File: src/rtl/pulse_period_meter.sv
// Purpose: measures the clk-cycle interval between rising edges of a (possibly asynchronous) pulse train.
// Latency: an input rising edge first sampled at clock E0 updates period/period_valid/locked at E2.
// Backpressure: none; period_valid and timeout are single-cycle strobes with no handshake.
module pulse_period_meter #(
    parameter int N = 8
) (
    input  logic         clk,
    input  logic         reset,
    input  logic         ena,
    input  logic         pulse_in,
    output logic [N-1:0] period,
    output logic         period_valid,
    output logic         timeout,
    output logic         locked
);

    localparam logic [N-1:0] CNT_MAX = {N{1'b1}};

    typedef enum logic {
        ST_IDLE    = 1'b0,
        ST_MEASURE = 1'b1
    } state_t;

    // Synchronizer (s0, s1) plus the delayed copy (s2) used for edge detection.
    logic s0_q;
    logic s1_q;
    logic s2_q;

    state_t       state_q;
    logic [N-1:0] cnt_q;
    logic [N-1:0] cnt_inc_d;
    logic [N-1:0] period_q;
    logic         period_vld_q;
    logic         timeout_q;
    logic         locked_q;
    logic         edge_d;

    // Sync flops reset high so a line already high at reset release is not seen as a rising edge.
    always_ff @(posedge clk) begin
        if (reset) begin
            s0_q <= 1'b1;
            s1_q <= 1'b1;
            s2_q <= 1'b1;
        end else begin
            s0_q <= pulse_in;
            s1_q <= s0_q;
            s2_q <= s1_q;
        end
    end

    // Rising edge of the synchronized pulse, and the saturating-free increment of the interval counter.
    always_comb begin
        edge_d    = s1_q & ~s2_q;
        cnt_inc_d = cnt_q + N'(1);
    end

    // Two-state measurement FSM; all outputs are registered here. Edge beats the MAX check.
    always_ff @(posedge clk) begin
        if (reset) begin
            state_q      <= ST_IDLE;
            cnt_q        <= '0;
            period_q     <= '0;
            period_vld_q <= 1'b0;
            timeout_q    <= 1'b0;
            locked_q     <= 1'b0;
        end else if (!ena) begin
            // Disarm: period is deliberately held so software can still read the last result.
            state_q      <= ST_IDLE;
            cnt_q        <= '0;
            period_vld_q <= 1'b0;
            timeout_q    <= 1'b0;
            locked_q     <= 1'b0;
        end else begin
            period_vld_q <= 1'b0;
            timeout_q    <= 1'b0;
            case (state_q)
                ST_IDLE: begin
                    if (edge_d) begin
                        // First edge only arms; there is no reference edge to measure from yet.
                        state_q  <= ST_MEASURE;
                        cnt_q    <= N'(1);
                        locked_q <= 1'b1;
                    end
                end
                ST_MEASURE: begin
                    if (edge_d) begin
                        period_q     <= cnt_q;
                        period_vld_q <= 1'b1;
                        cnt_q        <= N'(1);
                    end else if (cnt_q == CNT_MAX) begin
                        // Interval no longer representable: drop lock rather than wrap.
                        state_q   <= ST_IDLE;
                        cnt_q     <= '0;
                        timeout_q <= 1'b1;
                        locked_q  <= 1'b0;
                    end else begin
                        cnt_q <= cnt_inc_d;
                    end
                end
                default: begin
                    state_q  <= ST_IDLE;
                    cnt_q    <= '0;
                    locked_q <= 1'b0;
                end
            endcase
        end
    end

    assign period       = period_q;
    assign period_valid = period_vld_q;
    assign timeout      = timeout_q;
    assign locked       = locked_q;

    // The two strobes report mutually exclusive events.
    a_strobe_excl : assert property (@(posedge clk) disable iff (reset) !(period_vld_q && timeout_q));

    // locked mirrors the registered state.
    a_locked_state : assert property (@(posedge clk) disable iff (reset) locked_q == (state_q == ST_MEASURE));

endmodule

File: config.mk
export PLATFORM = sky130hd
export DESIGN_NAME = pulse_period_meter
export DESIGN_NICKNAME = d
export VERILOG_FILES = /design/src/rtl/pulse_period_meter.sv
export SDC_FILE = /design/constraint.sdc
export NUM_CORES = 1
export LEC_CHECK = 0
export CORE_MARGIN = 2
export CORE_UTILIZATION = 45
export CTS_CLUSTER_DIAMETER = 40
export DETAILED_ROUTE_END_ITERATION = 6
export GPL_ROUTABILITY_DRIVEN = 0
export GPL_TIMING_DRIVEN = 0
export PLACE_DENSITY = 0.72
export SETUP_SLACK_MARGIN = 0.1
export SLEW_MARGIN = 20
export SYNTH_ARGS = -nofsm -noshare
export SYNTH_HDL_FRONTEND = slang
export SYNTH_SLANG_ARGS = --single-unit
File: constraint.sdc
create_clock -name clk -period 1.4 [get_ports clk]
set_clock_uncertainty 0.2 [all_clocks]
set_input_delay 0.42 -clock clk [delete_from_list [all_inputs] [get_ports clk]]
set_output_delay 0.42 -clock clk [all_outputs]
set_load 0.03 [all_outputs]
## Word level (Yosys, flattened, before mapping)

Cells that the tools add are included.

| storage, ports and cells | value |
|---|---|
| register bits | 23 |
| input port bits | 4 |

| operators by class | value |
|---|---|
| add/subtract/negate cells | 1 |
| eq/ne operators | 4 |
| muxes and demuxes | 13 |
| bitwise gates (word level) | 4 |
| reductions and logical operators | 5 |

Operators with widths:

| operator | count |
|---|---|
| 8-bit 2-to-1 mux | 3 |
| 8-bit one-hot mux with 2 select lines | 1 |
| 8-bit by 1-bit adder with 8-bit output (second input constant) | 1 |
| 8-bit equality test (second input constant) | 1 |
| 1-bit 2-to-1 mux | 7 |
| 3-bit AND reduction | 2 |
| 2-bit != test (second input constant) | 2 |
| 1-bit one-hot mux with 2 select lines | 2 |
| 4-bit OR reduction | 1 |
| 1-bit NOT | 3 |
| 3-bit OR reduction | 1 |
| 2-bit by 1-bit != test with 1-bit output (second input constant) | 1 |
| 2-bit OR reduction | 1 |
| 1-bit AND | 1 |

## Logic depth before layout (Yosys ltp)

| depth | value |
|---|---|
| depth after elaboration | 4 |
| gate-level depth with buffers | 5 |
| mapped depth without buffers | 5 |

## Worst setup path after synthesis

OpenSTA, ideal clock, no wires.

| timing path | value |
|---|---|
| path type | register to register |
| from | reg cnt_q[0] |
| to | reg cnt_q[0] |
| arrival time | 1.168 ns |
| required time | 1.060 ns |
| slack | -0.108 ns |
| cell stages (with the launch flop) | 6 |
| buffers on the path | 0 |
| cells stage by stage | dfxtp_1 -> ha_1 -> nand3_1 -> nand2b_1 -> a211oi_1 -> a311oi_1 |

| between the ends | value |
|---|---|
| longest elaborated chain between the ends | 4 |
| elaborated cells on any way between the ends | 5 |
| those cells by class | add/sub (1); eq/ne (1); mux (3) |

Ends and longest elaborated chain:

| what | RTL line | text |
|---|---|---|
| start: declaration | 30 | `logic [N-1:0] cnt_q;` |
| start signal: assignment | 97 | `cnt_q <= cnt_inc_d;` |
| 8-bit by 1-bit adder with 8-bit output / 8-bit equality test (equally long branches) | 54, 90 |  |
| 8-bit 2-to-1 mux (*) | 90 | `end else if (cnt_q == CNT_MAX) begin` |
| 8-bit 2-to-1 mux (*) | 86 | `if (edge_d) begin` |
| 8-bit one-hot mux with 2 select lines (*) | 76 | `case (state_q)` |

Every way passes the cells marked *; elsewhere a longest branch is shown, timed or not.
A chain may end at the register's enable or synchronous reset.

## Worst setup path after layout

| timing path | value |
|---|---|
| from | reg cnt_q[0] |
| to | reg cnt_q[5] |

The elaborated chain is that of the path after synthesis.

==> run_results.csv <==
group,metric,value,unit
run_status,status,"finished, violations left",
run_status,violations,"setup timing",
cells_and_area,fin_util,81.3,%
sta,worstMarginPinSlew,0.260,ns
pwr,pwr_density_cell,693,nW/um2
grt,grt-ovfl-total,0,
detailed_routing,drt.antenna.violating_nets,0,
logic_synthesis,ys_types,22,
setup_path,crit_type,"flip-flop to flip-flop",
floorplan,dieArea,2310,um2
sta,rsz0062_at_grt,"yes",
logic_synthesis,async_flop_share,0,%
cells_and_area,drive_above_1_share,68.5,%
logic_synthesis,yosysSeqAreaShare,52.8,%
floorplan,io_pins,15,
grt,grt_pass1_vias,789,
setup_path,crit_required,1.40,ns
setup_path,cp-end-kind,"flip-flop",
logic_synthesis,syn_inst,100,
detailed_routing,wirelength,2590,um
pwr,internal_power,0.000789,W
logic_synthesis,syn_nets,105,
logic_synthesis,synthSimpleGateAreaFrac,26.4,%
floorplan,start_util,48.9,%
grt,grt_pass1_wl,3290,um
cts,h-tree-depth,1,
logic_synthesis,synth_adder_area_share,1.43,%
logic_synthesis,yosys_warnings,0,
sta,slew_headroom,82.6,%
cts,cts_tree,"done",
sta,setup_ws,-0.0489,ns
pwr,seqPwrFrac,65.3,%
logic_synthesis,ys.flop_type,"dfxtp_1",
sta,fin_crit_sh,103,%
floorplan,core-area,1780,um2
worst_hold_path,hold_path.class,"flip-flop to flip-flop",
pwr,switchingPower,0.000216,W
pwr,power,0.00101,W
setup_path,cpPeakStageDelay,0.38,ns
grt,antenna_found_initial,0,
cts,cts.clk_slew.worst_paths,0.12,ns
cts,holdBufCountCts,0,
cts,clk_latency,0.30,ns
cts,cts_sinks,23,
logic_synthesis,synth_mux_area_share,1.15,%
logic_synthesis,synth_edf_count,0,
setup_path,timing.critical_path.buf_inv,0,
pwr,swShare,21.5,%
cells_and_area,diodes,0,
logic_synthesis,yosys.area_share.xor_xnor,3.01,%
flow_run,maxCapViolations,0,
logic_synthesis,synth_top_family_by_area,"simple AND/OR/NAND/NOR gates",
pwr,ir_worst_vdd,0.000526,V
grt,grt_max_degree,13,
sta,post-route-min-period,1.45,ns
pwr,p_leak,0.636,nW
cts,numCtsBuffers,3,
cts,clockBufferDepth,2,
floorplan,fp.dieW,48.0,um
pwr,clock_power_share,29.2,%
detailed_routing,vias,852,
cells_and_area,multiInputGateArea,601,um2
setup_path,critical_path_arrival,1.44,ns
logic_synthesis,synth_compound_area_share,13.2,%
sta,fmax,0.690,GHz
logic_synthesis,syn_area,872,um2
logic_synthesis,avgSynthCellArea,8.72,um2
cts,cts-root-buf,"clkbuf_4",
pwr,p_comb_share,5.5,%
cells_and_area,regArea,494,um2
place,port-buffer-count,14,
detailed_routing,drcViolationCount,0,
place,hpwlAfterDp,1260,um
sta,setup_violations,6,
logic_synthesis,ys_ff_latch,23,
setup_path,worstPathMaxFanout,5,
detailed_routing,via_per_inst,5.50,
floorplan,rows,15,
detailed_routing,drt-pass1-iter-count,6,
setup_path,cp_slowest_cell,"dfxtp_4",
setup_path,start_kind,"flip-flop",
grt,grt_use_total,20.9,%
sta,slew_violations,0,
cells_and_area,fillerInstances,106,
cells_and_area,syn_to_final_growth,66.3,%
cells_and_area,layout.nets,136,
sta,hold_viol_final,0,
detailed_routing,wl_per_cell,16.7,um
setup_path,crit_chain,"ha_4 -> nand3_4 -> nand2b_4 -> nand2_1 -> a311oi_1",
floorplan,dieHeight,48.0,um
detailed_routing,drt_iter0_markers,30,
setup_path,cpLargestDelayFamily,"flip-flops",
## final cells by class
cell class	count	share of cell area, %
repair buffers	26	17.2
plain buffers	4	3.36
multi-input cells	73	41.4
flip-flops and latches	23	34.1
well taps	25	2.16
clock buffers	4	1.81
## power by group through the flow
| stage | registers, W | logic (W) | clock network (W) |
|---|---|---|---|
| 3_3_place_gp | 0.000673 | 0.0000341 | 0 |
| 2_1_floorplan | 0.000673 | 0.0000183 | 0 |
| 5_1_grt | 0.000657 | 0.0000597 | 0.000328 |
| 4_1_cts | 0.000655 | 0.0000475 | 0.000294 |
| 3_5_place_dp | 0.000674 | 0.0000346 | 0 |
| 6_report | 0.000656 | 0.0000556 | 0.000293 |
## metal layers
layer | GRT usage, % | vias to the layer above | share of wire, %
li1 | - | 402 | -
met1 | 23.9 | 401 | 38
met2 | 36.8 | 37 | 55
met3 | 5.28 | 12 | 4.4
met4 | 8.65 | 0 | 3.1
met5 | 0 | - | 0
## state kept, by name (all words and copies together), names as in the netlist
register and count:
locked 1, s1_q 1, period_valid 1, cnt_q 8, s0_q 1, timeout 1
period 8, s2_q 1, state_q 1
## kinds of logic after synthesis
family | after synthesis
multiplexers | 1
AO/OA/AOI/OAI | 19
XOR/XNOR | 3
flip-flops | 23
buffers and inverters | 4
adder cells (fa/ha/maj) | 1
AND/OR/NAND/NOR | 49
## through the flow
| step | worst slack, ns | hold WS, ns | cells | cell area, um2 | setup TNS (ns) |
|---|---|---|---|---|---|
| 5_1_grt | -0.0862 | 0.257 | 155 | 1450 | -0.680 |
| 3_3_place_gp | -0.490 | 0.199 | 139 | 1090 | -9.46 |
| 2_1_floorplan | 0.0869 | 0.189 | 100 | 920 | 0 |
| 3_5_place_dp | -0.498 | 0.203 | 139 | 1090 | -9.56 |
| 6_report | -0.0489 | 0.236 | 155 | 1450 | -0.103 |
| 4_1_cts | -0.00275 | 0.235 | 154 | 1290 | -0.00797 |
## final timing paths
check | from | end | slack [ns] | cells past startpoint
worst max-delay path | cnt_q[0]$_SDFFE_PP0P_ | cnt_q[5]$_SDFFE_PP0P_ | -0.05 | 5
worst min-delay path | s0_q$_SDFF_PP1_ | s1_q$_SDFF_PP1_ | 0.24 | 1
worst max register to register | cnt_q[0]$_SDFFE_PP0P_ | cnt_q[5]$_SDFFE_PP0P_ | -0.05 | 5
worst min register to register | s0_q$_SDFF_PP1_ | s1_q$_SDFF_PP1_ | 0.24 | 1
## Yosys cell counts (2+ instances only)
master,count,share of area [%]
a21oi_1,13,7.5
clkbuf_1,2,0.86
nand3_1,4,2.3
buf_2,2,1.1
nand2_1,22,9.5
dfxtp_1,23,53
nand2b_1,3,2.2
nand4_1,2,1.4
and3_1,3,2.2
nor2_1,7,3.0
xor2_1,3,3.0
nor2b_1,2,1.4
or2_2,3,2.2
a311oi_1,3,3.0
## timing repair
action | in CTS | in global routing
setup endpoints to repair | 32 | 27
pin swaps | 5 | 12
resized for setup | 111 | 38
setup buffers | 11 | 1
## cell usage in the layout (no fill, tap or decap), types with 2 or more instances in the layout
master         count
xor2_1             3
nand3_2            2
a311oi_2           2
dlygate4sd2_1      2
clkbuf_4           3
buf_4             12
a21oi_2            9
nor2_1             7
a21oi_1            4
and3_4             3
dfxtp_4            4
nor2b_4            2
dfxtp_2           15
buf_6             13
or2_2              3
nand2_2            4
nand2_1           10
nand2_4            8
dfxtp_1            4
nand4_1            2
Note: power is estimated with default switching activity, not from simulation.
